$ cat src/rtl/multi_pulse_extender.sv
// Multi-channel pulse extender for the trigger path.
// Each channel stretches its input pulse by a programmable number of cycles,
// with optional retriggering and a programmable dead-time after each extension.
// A rising input reaches out in the same cycle; the FSM only supplies the tail.
module multi_pulse_extender #(
  parameter int unsigned N_CHAN    = 8,
  parameter int unsigned CNT_WIDTH = 8
) (
  input  logic                 clk,
  input  logic                 reset_n,
  input  logic [N_CHAN-1:0]    in,
  input  logic [N_CHAN-1:0]    enable,
  input  logic [CNT_WIDTH-1:0] ext_len,
  input  logic [CNT_WIDTH-1:0] deadtime,
  input  logic                 retrig_en,
  output logic [N_CHAN-1:0]    out,
  output logic                 any_out,
  output logic [N_CHAN-1:0]    busy
);

  typedef enum logic [1:0] {StIdle, StHigh, StHold, StDead} state_e;

  // A zero extension length behaves as a single-cycle extension.
  logic [CNT_WIDTH-1:0] ext_len_sat;
  assign ext_len_sat = (ext_len == '0) ? CNT_WIDTH'(1) : ext_len;

  // State that follows the final extension cycle.
  state_e end_state;
  assign end_state = (deadtime != '0) ? StDead : StIdle;

  for (genvar i = 0; i < N_CHAN; i++) begin : g_chan
    state_e               state_q;
    logic                 hold_q;
    // cnt_q counts extension cycles in StHold and dead cycles in StDead.
    // lim_q holds the latched N while extending and the latched D while dead.
    logic [CNT_WIDTH-1:0] cnt_q;
    logic [CNT_WIDTH-1:0] lim_q;

    // Per-channel extension FSM; disabling a channel parks it in StIdle.
    always_ff @(posedge clk or negedge reset_n) begin
      if (!reset_n) begin
        state_q <= StIdle;
        hold_q  <= 1'b0;
        cnt_q   <= '0;
        lim_q   <= '0;
      end else if (!enable[i]) begin
        state_q <= StIdle;
        hold_q  <= 1'b0;
        cnt_q   <= '0;
        lim_q   <= '0;
      end else begin
        unique case (state_q)
          StIdle: begin
            if (in[i]) begin
              state_q <= StHigh;
              hold_q  <= 1'b1;
            end
          end
          StHigh: begin
            // First low cycle is extension cycle 1 (hold is still high).
            if (!in[i]) begin
              if (ext_len_sat == CNT_WIDTH'(1)) begin
                state_q <= end_state;
                hold_q  <= 1'b0;
                cnt_q   <= CNT_WIDTH'(1);
                lim_q   <= deadtime;
              end else begin
                state_q <= StHold;
                cnt_q   <= CNT_WIDTH'(2);
                lim_q   <= ext_len_sat;
              end
            end
          end
          StHold: begin
            if (in[i] && retrig_en) begin
              state_q <= StHigh;
              cnt_q   <= '0;
            end else if (cnt_q == lim_q) begin
              state_q <= end_state;
              hold_q  <= 1'b0;
              cnt_q   <= CNT_WIDTH'(1);
              lim_q   <= deadtime;
            end else begin
              cnt_q <= cnt_q + CNT_WIDTH'(1);
            end
          end
          StDead: begin
            if (cnt_q == lim_q) begin
              state_q <= StIdle;
              cnt_q   <= '0;
            end else begin
              cnt_q <= cnt_q + CNT_WIDTH'(1);
            end
          end
        endcase
      end
    end

    // Input passes straight through except while dead; hold supplies the tail.
    assign out[i]  = enable[i] & (hold_q | (in[i] & (state_q != StDead)));
    assign busy[i] = (state_q != StIdle);
  end

  assign any_out = |out;

endmodule

$ cat config.mk
export PLATFORM = sky130hd
export DESIGN_NAME = multi_pulse_extender
export DESIGN_NICKNAME = d
export VERILOG_FILES = /design/src/rtl/multi_pulse_extender.sv
export SDC_FILE = /design/constraint.sdc
export NUM_CORES = 1
export LEC_CHECK = 0
export ABC_CLOCK_PERIOD_IN_PS = 2500
export CORE_MARGIN = 3
export CORE_UTILIZATION = 40
export DETAILED_ROUTE_END_ITERATION = 6
export DONT_BUFFER_PORTS = 1
export PLACE_DENSITY = 0.64
export SLEW_MARGIN = 40
export SYNTH_ARGS = -nofsm -noshare
export SYNTH_HDL_FRONTEND = slang
export SYNTH_SLANG_ARGS = --single-unit
$ cat constraint.sdc
create_clock -name clk -period 2.5 [get_ports clk]
set_input_delay 0.5 -clock clk [delete_from_list [all_inputs] [get_ports clk]]
set_output_delay 0.5 -clock clk [all_outputs]
set_load 0.05 [all_outputs]
==> results of run 1 <==
-- cell type report --
class / count / share of cell area, %
Multi-Input combinational cell: 959 / 54.76
Sequential cell: 152 / 31.32
Timing Repair Buffer: 57 / 3.722
Clock buffer: 19 / 3.640
Tap cell: 335 / 3.444
Inverter: 55 / 1.696
Clock inverter: 11 / 1.419
-- power by group --
part	internal [W]	leakage (nW)	switching, W
clock	0.00169	0.288	0.00108
sequential	0.00290	2.02	0.000468
combinational	0.00171	2.91	0.00236
total	0.00630	5.22	0.00390
-- what timing repair did --
| action | in CTS | in global routing |
|---|---|---|
| resized for setup | 10 | 23 |
| pin swaps | 1 | 3 |
| hold endpoints to repair | 152 | 152 |
| endpoints found under the setup margin | 2 | 2 |
| buffers inserted | 2 | 6 |
-- critical path: stages, from the launching register on --
cell and delay, ps:
dfrtp_1 400, ha_4 170, inv_1 70, a21oi_2 150, nor2_2 80, nor4_4 340, nand2_2 120, buf_12 160
-- synth_stat cells, types with 13 or more instances --
master and instances:
a21boi_0 19, a21o_1 15, a21oi_1 84, a22o_1 16, a31oi_1 21, and3_1 13, clkbuf_1 54, dfrtp_1 152
ha_1 40, inv_1 52, mux2_2 65, nand2_1 104, nand2b_1 37, nand3_1 46, nand4_1 15, nor2_1 66
nor2b_1 13, nor3_1 30, o21ai_0 120, xnor2_1 40, xor2_1 30
-- metrics by stage --
stage / util, % / instances / cell area [µm²] / total power (W) / setup WS, ps
after floorplan: - / 1230 / 10790 / 0.006328 / 27.63
after global placement: 43.13 / 1550 / 11330 / 0.007172 / 175.8
after detailed placement: 43.15 / 1550 / 11340 / 0.007252 / 154.0
after CTS: 45.74 / 1582 / 12020 / 0.01012 / 4.359
after global routing: 46.31 / 1588 / 12170 / 0.01086 / -27.81
final: 46.31 / 1588 / 12170 / 0.01020 / 77.48
-- sequential cells by signal, summed over array words and instances, names as in the netlist --
name,flops
g_chan.cnt_q,64
g_chan.lim_q,64
g_chan.hold_q,8
g_chan.state_q,16
-- path summary, 6_finish.rpt --
path,start,endpoint,depth (start not counted)
worst max-delay path,g_chan[2].state_q[1],any_out,7
min in group clk,enable[5],g_chan[5].state_q[0],1
worst min register to register,g_chan[4].hold_q,g_chan[4].hold_q,1
max in group asynchronous,reset_n,g_chan[0].state_q[0],0
worst max register to register,g_chan[2].state_q[0],g_chan[2].lim_q[0],8
worst min-delay path,reset_n,g_chan[7].state_q[0],0
-- cell families after synthesis --
kind of cell / Yosys count
simple gates: 387
fa+ha+maj: 40
mux: 77
buf+inv: 119
flops: 152
compound gates: 385
xor+xnor: 70
-- cells in the final DEF (no fill, tap or decap), drive strengths merged, types with 8 or more instances in the layout --
cell type and n:
a31oi 22, nand2 104, and3 13, mux2i 12
inv 54, nand3 46, and4 8, xor2 30
dfrtp 152, o31ai 9, mux2 65, nand4 15
a21oi 84, nor4 10, xnor2 40, a21o 15
ha 40, nand2b 37, a21boi 19, and2 10
o21a 8, nor2 66, or2 9, nor2b 13
a22oi 11, nor3 31, buf 57, o211ai 9
a22o 16, o21ai 121, clkbuf 19
-- routing by layer --
| layer | wire length, µm | GRT usage (%) | up-vias | part of all wire [%] |
|---|---|---|---|---|
| met5 | 0 | 0 | - | 0 |
| met4 | 554 | 5.220 | 0 | 1.9 |
| met3 | 2225 | 5.412 | 37 | 7.5 |
| met2 | 13570 | 32.85 | 280 | 46 |
| met1 | 13410 | 28.04 | 4638 | 45 |
| li1 | - | - | 4496 | - |
==> results.py, run 1 <==
metrics = {
    "yosys": {
        "async_flop_share_pct": 100.0,
        "syn_area_per_cell_um2": 8.762,
        "ys_types": 77,
        "synth_edf_count": 0,
        "syn_area_um2": 10780,
        "synth-warning-count": 0,
        "synth_xor_area_share_pct": 5.688,
        "netlist_instances": 1230,
        "synth_top_area_share_pct": 35.29,
        "ys.flop_type": "dfrtp_1",
        "synth_compound_area_share_pct": 23.51,
        "synth_fa_ha_area_share_pct": 4.644,
        "ys_ff_latch": 152,
        "synth_top_family_by_area": "compound AO/OA/AOI/OAI gates",
        "syn_nets": 1305,
        "synthSimpleGateAreaFrac_pct": 18.60,
        "synth_top_area_cell": "dfrtp_1",
        "synth.area.mux_share_pct": 7.906,
        "synth_seq_area_share_pct": 35.29,
        "synthTopCellsByArea": "dfrtp_1 35%, mux2_2 6.8%, o21ai_0 5.6%, ha_1 4.6%, a21oi_1 3.9%",
    },
    "grt": {
        "grt_first_pass_wirelength_um": 48540,
        "antenna_found_initial": 0,
        "grt_pass1_vias": 9172,
        "grt_usage_pct": 20.62,
        "overflow": 0,
        "grt_max_degree": 153,
    },
    "route": {
        "firstDrtPassIters": 5,
        "viasPerCell": 5.952,
        "wl_per_cell_um": 18.74,
        "drt_drc_violations_left": 0,
        "wl_um": 29760,
        "first_iter_violations": 758,
        "ant_nets": 0,
        "num_vias": 9451,
    },
    "floorplan": {
        "core.rowCount": 59,
        "io_pins": 52,
        "fp.dieArea_um2": 28950,
        "die_width_um": 170.2,
        "core_um2": 26280,
        "start_util_pct": 41.01,
        "dieHeight_um": 170.2,
    },
    "clock_network": {
        "cts_buffers": 17,
        "clkSinkCount": 152,
        "cts_buffer_depth": 2,
        "cts_max_level": 4,
        "clk_latency_ps": 430,
        "root_buffer": "clkbuf_16",
        "cts_tree": "done",
        "cts.clk_slew.worst_paths_ps": 60,
    },
    "timing": {
        "period_share_pct": 96.90,
        "setup_viol": 0,
        "tightest_slew_ps": 827.1,
        "max_freq_mhz": 412.8,
        "skew_ps": 7.881,
        "drv_slew": 0,
        "relSlewSlack_pct": 44.77,
        "period_needed_ps": 2423,
        "hold_violations": 152,
        "fin_tns_setup_ps": 0,
        "whs_ps": -224.5,
    },
    "power_and_ir_drop": {
        "powerDensity_nw_per_um2": 838.2,
        "peakVddDrop_v": 0.0004660,
        "p_leak_nw": 5.219,
    },
    "layout": {
        "syn2layout_area_growth_pct": 12.91,
        "fill_cells": 2483,
        "multi_input_area_um2": 6664,
        "seqCellArea_um2": 3811,
        "drive_above_1_share_pct": 16.84,
        "nets": 1317,
        "n_antenna_cell": 0,
    },
    "critical_path": {
        "r2r_slack_ps": 170,
        "worstPathRequired_ps": 2000,
        "crit_type": "reg -> out",
        "cp_max_fo": 5,
        "startpoint_type": "flip-flop",
        "arrival_ps": 1920,
        "endpoint_kind": "output pin",
    },
    "worst_hold_path": {
        "hold_path_class": "in -> async",
    },
    "flow_run": {
        "maxCapViolations": 0,
    },
    "placement": {
        "post-dp-hpwl_um": 20360,
        "gp_congestion": 0.8463,
        "port_buffers": 0,
    },
    "status": {
        "violations": "hold timing",
        "status": "finished with violations",
    },
}
No activity file was read; power rests on OpenSTA's default activity.
==> run 2: changes to the inputs <==
--- a/config.mk
+++ b/config.mk
@@ -10,6 +10,7 @@
 export CORE_UTILIZATION = 40
 export DETAILED_ROUTE_END_ITERATION = 6
 export DONT_BUFFER_PORTS = 1
+export MAX_ROUTING_LAYER = met4
 export PLACE_DENSITY = 0.64
 export SLEW_MARGIN = 40
 export SYNTH_ARGS = -nofsm -noshare
==> results.py, run 2 (same netlist as run 1, synthesis figures left out) <==
metrics = {
    "timing": {
        "relSlewSlack_pct": 44.08,
        "period_share_pct": 97.87,
        "drv_slew": 0,
        "period_needed_ps": 2447,
        "setup_ws_ps": 53.31,
        "setup_viol": 0,
        "tightest_slew_ps": 837.5,
        "hold_violations": 152,
        "whs_ps": -222.8,
        "max_freq_mhz": 408.7,
        "skew_ps": 7.446,
    },
    "grt": {
        "grt_max_degree": 153,
        "grt_usage_pct": 21.26,
        "overflow": 0,
        "grt_first_pass_wirelength_um": 48570,
        "grt_pass1_vias": 9160,
        "antenna_found_initial": 0,
    },
    "floorplan": {
        "io_pins": 52,
        "core.rowCount": 59,
        "core_um2": 26280,
        "dieHeight_um": 170.2,
        "die_width_um": 170.2,
        "fp.dieArea_um2": 28950,
        "start_util_pct": 41.01,
    },
    "critical_path": {
        "crit_chain": "ha_4 > inv_1 > a21oi_2 > nor2_2 > nor4_4 > nand2_2 > buf_12",
        "startpoint_type": "flip-flop",
        "endpoint_kind": "output pin",
        "slowest_stage": "dfrtp_1",
        "arrival_ps": 1950,
        "cp_max_fo": 5,
        "worstPathRequired_ps": 2000,
        "crit_type": "reg -> out",
        "max_stage_delay_ps": 400,
    },
    "placement": {
        "dp.cells": 1550,
        "post-dp-hpwl_um": 20360,
        "dp_slack_ps": 154.0,
        "gp_congestion": 0.8604,
        "port_buffers": 0,
    },
    "route": {
        "drt_drc_violations_left": 0,
        "first_iter_violations": 789,
        "ant_nets": 0,
        "wl_um": 29840,
        "viasPerCell": 5.940,
        "firstDrtPassIters": 5,
        "num_vias": 9433,
        "wl_per_cell_um": 18.79,
    },
    "layout": {
        "nets": 1317,
        "n_antenna_cell": 0,
        "syn2layout_area_growth_pct": 12.91,
        "drive_above_1_share_pct": 16.84,
        "layout_common_cells": "146 x dfrtp_1, 120 x o21ai_0, 103 x nand2_1, 80 x a21oi_1, 65 x mux2_2",
        "final_common_cell": "dfrtp_1",
        "fill_cells": 2483,
        "seqCellArea_um2": 3811,
        "final_util_pct": 46.31,
        "reg_top3": "g_chan.cnt_q (64), g_chan.lim_q (64), g_chan.state_q (16)",
        "final_cells": 1588,
        "multi_input_area_um2": 6664,
    },
    "clock_network": {
        "clkSinkCount": 152,
        "cts.clk_slew.worst_paths_ps": 60,
        "clk_latency_ps": 430,
        "cts_buffer_depth": 2,
        "cts_buffers": 17,
        "root_buffer": "clkbuf_16",
        "cts_max_level": 4,
        "cts_tree": "done",
    },
    "power_and_ir_drop": {
        "powerDensity_nw_per_um2": 838.7,
        "peakVddDrop_v": 0.0004650,
        "p_leak_nw": 5.219,
        "p_total_w": 0.01021,
    },
    "status": {
        "status": "finished with violations",
        "violations": "hold timing",
    },
    "flow_run": {
        "maxCapViolations": 0,
    },
    "worst_hold_path": {
        "hold_path_class": "in -> async",
    },
}
[run 2: cell counts in the layout (fill, tap and decap cells not counted)]
No cell type changed its count.
[run 2: repair_timing]
| action | CTS | global route |
|---|---|---|
| buffers inserted | 2 | 6 |
| endpoints found under the hold margin | 152 | 152 |
| gates resized for setup | 10 | 23 |
| setup endpoints to repair | 2 | 2 |
| pin swaps | 1 | 3 |
[run 2: critical path, delay by kind of cell (launching register included)]
kind,cells,cell delay [ps]
fa+ha+maj,1,170
buf+inv,2,230
flops,1,400
compound gates,1,150
simple gates,3,570
[run 2: path summary, 6_finish.rpt]
kind                                       from                   end  slack (ps)  cells past startpoint
setup / recovery           g_chan[2].state_q[0]               any_out          50                      7
hold / removal                          reset_n  g_chan[7].state_q[0]        -220                      0
setup reg to reg           g_chan[2].state_q[0]    g_chan[2].lim_q[0]         180                      8
hold reg to reg                g_chan[4].hold_q      g_chan[4].hold_q         510                      1
max in group asynchronous               reset_n  g_chan[0].state_q[0]        2450                      0
min in group clk                      enable[5]  g_chan[5].state_q[0]         190                      1
[run 2: power breakdown]
part	total, W	switching [W]	internal [W]
clock	0.00277	0.00108	0.00169
combinational	0.00407	0.00237	0.00171
sequential	0.00336	0.000467	0.00290
[run 2: layer usage]
metal  up-vias  GRT usage [%]  share of wire, %
li1       4491              -                 -
met4         0          5.220               1.7
met3        32          5.389               7.3
met2       262          32.92                46
met1      4648          28.04                45
met5         -              -                 0
[run 2: per-stage QoR]
stage,cell area (µm²),setup TNS [ps]
floorplan,10790,0
global placement,11330,0
detailed placement,11340,0
CTS,12020,0
global route,12170,-27.85
finish,12170,0
[run 2: final cells by class]
type / instances / area share (%)
inverter: 55 / 1.696
clock inverter: 11 / 1.419
clock buffer: 19 / 3.640
multi-input combinational: 959 / 54.76
sequential: 152 / 31.32
timing repair buffer: 57 / 3.722
tap: 335 / 3.444
==> run 3: changes to the inputs <==
--- a/config.mk
+++ b/config.mk
@@ -5,7 +5,7 @@
 export SDC_FILE = /design/constraint.sdc
 export NUM_CORES = 1
 export LEC_CHECK = 0
-export ABC_CLOCK_PERIOD_IN_PS = 2500
+export ABC_CLOCK_PERIOD_IN_PS = 2400
 export CORE_MARGIN = 3
 export CORE_UTILIZATION = 40
 export DETAILED_ROUTE_END_ITERATION = 6
==> constraint.sdc (replaced) <==
create_clock -name clk -period 2.4 [get_ports clk]
set_input_delay 0.48 -clock clk [delete_from_list [all_inputs] [get_ports clk]]
set_output_delay 0.48 -clock clk [all_outputs]
set_load 0.05 [all_outputs]
==> results.py, run 3 (same netlist as run 1, synthesis figures left out) <==
metrics = {
    "layout": {
        "layout_common_cells": "151 x dfrtp_1, 120 x o21ai_0, 103 x nand2_1, 79 x a21oi_1, 76 x buf_4",
        "final_common_cell": "dfrtp_1",
        "n_antenna_cell": 0,
        "drive_above_1_share_pct": 18.34,
        "syn2layout_area_growth_pct": 14.63,
        "final_cells": 1611,
        "reg_top3": "g_chan.cnt_q (64), g_chan.lim_q (64), g_chan.state_q (16)",
        "final_cell_area_um2": 12350,
        "nets": 1338,
        "fill_cells": 2500,
    },
    "floorplan": {
        "start_util_pct": 41.01,
        "core.rowCount": 59,
        "io_pins": 52,
        "die_width_um": 170.2,
        "dieHeight_um": 170.2,
        "core_um2": 26280,
        "fp.dieArea_um2": 28950,
    },
    "timing": {
        "setup_viol": 1,
        "setup_ws_ps": -14.97,
        "max_freq_mhz": 414.1,
        "drv_slew": 0,
        "rsz0062_at_grt": "yes",
        "tightest_slew_ps": 818.6,
        "period_share_pct": 100.6,
        "whs_ps": -252.4,
        "hold_violations": 152,
        "relSlewSlack_pct": 45.34,
        "period_needed_ps": 2415,
        "skew_ps": 9.532,
    },
    "clock_network": {
        "clk_latency_ps": 430,
        "cts.clk_slew.worst_paths_ps": 70,
        "cts_buffers": 17,
        "clkSinkCount": 152,
        "root_buffer": "clkbuf_16",
        "cts_buffer_depth": 2,
        "cts_max_level": 4,
        "cts_tree": "done",
    },
    "flow_run": {
        "maxCapViolations": 0,
    },
    "power_and_ir_drop": {
        "p_leak_nw": 5.352,
        "p_total_w": 0.01083,
        "powerDensity_nw_per_um2": 876.7,
        "peakVddDrop_v": 0.0004705,
    },
    "route": {
        "first_iter_violations": 809,
        "num_vias": 9666,
        "firstDrtPassIters": 7,
        "wl_um": 30590,
        "drt_drc_violations_left": 0,
        "viasPerCell": 6.000,
        "wl_per_cell_um": 18.99,
        "ant_nets": 0,
    },
    "critical_path": {
        "startpoint_type": "flip-flop",
        "cp_max_fo": 2,
        "r2r_slack_ps": 120,
        "slowest_stage": "dfrtp_1",
        "r2r-start": "g_chan[2].state_q[0]",
        "endpoint_kind": "output pin",
        "crit_chain": "ha_4 > inv_4 > a21oi_4 > nor2_4 > nor4_4 > nand2_2 > buf_12",
        "max_stage_delay_ps": 400,
        "worstPathRequired_ps": 1920,
        "rr_worst_depth": 8,
        "arrival_ps": 1930,
        "regToRegEndpoint": "g_chan[2].lim_q[0]",
        "crit_type": "reg -> out",
    },
    "grt": {
        "grt_max_degree": 153,
        "overflow": 0,
        "antenna_found_initial": 0,
        "grt_usage_pct": 21.72,
        "grt_first_pass_wirelength_um": 49620,
        "grt_pass1_vias": 9356,
    },
    "placement": {
        "placed_area_um2": 11420,
        "dp_slack_ps": 30.96,
        "port_buffers": 0,
        "post-dp-hpwl_um": 20880,
        "gp_congestion": 0.8782,
        "dp.cells": 1562,
    },
    "status": {
        "status": "finished with violations",
        "violations": "hold timing, setup timing",
    },
    "worst_hold_path": {
        "hold_path_class": "in -> async",
    },
}
run 3: changes by cell type in the layout (fill, tap and decap cells not counted), moves of 2 or more:
cell / change
nor2_1: -2
clkinv_4: +3
clkinvlp_4: -2
ha_2: +2
dfrtp_2: -5
buf_4: +21
dfrtp_1: +5
run 3: worst max-delay path: cells and delay by family (launching register included):
kind	cells	cell delay (ps)
compound gates	1	170
fa+ha+maj	1	170
buf+inv	2	200
flops	1	400
simple gates	3	540
run 3: how the worst max path moves through the flow:
stage                    startpoint  endpoint  slack [ps]  cells after the start
2_1_floorplan             enable[1]   any_out          10                      5
3_3_place_gp   g_chan[3].state_q[0]   any_out          40                      7
3_5_place_dp   g_chan[3].state_q[0]   any_out          30                      7
4_1_cts        g_chan[7].state_q[1]   any_out        0.03                      6
5_1_grt        g_chan[0].state_q[1]   any_out        -110                      7
6_report       g_chan[0].state_q[1]   any_out         -10                      7
run 3: area by class of cell:
class	count	area [µm²]	area share (%)
repair buffers	78	595.6	4.821
clock buffers	20	456.7	3.697
inverters	55	209.0	1.691
flip-flops and latches	152	3805	30.80
well taps	335	419.2	3.393
clock inverters	12	190.2	1.539
multi-input cells	959	6679	54.06
run 3: per-stage QoR:
stage / util (%) / setup TNS [ps] / hold WS [ps]
CTS: 46.77 / 0 / -262.6
global route: 47.01 / -113.1 / -272.7
floorplan: - / 0 / 184.4
global placement: 43.44 / 0 / 195.5
detailed placement: 43.44 / 0 / 196.1
finish: 47.01 / -14.97 / -252.4
run 3: report_power, final:
| group | switching (W) | total (W) | internal, W |
|---|---|---|---|
| Clock | 0.00116 | 0.00298 | 0.00182 |
| Sequential | 0.000464 | 0.00348 | 0.00301 |
| Combinational | 0.00253 | 0.00438 | 0.00185 |
run 3: repair_timing:
action,in CTS,in global routing
setup buffers,14,2
setup endpoints to repair,2,17
hold endpoints to repair,152,152
pin swaps,7,6
resized for setup,24,12
run 3: per-layer routing:
metal,track usage [%],part of all wire (%),vias up
li1,-,-,4537
met1,28.36,44,4790
met2,34.15,48,300
met3,4.390,6.2,39
met4,6.667,1.8,0
met5,-,0,-
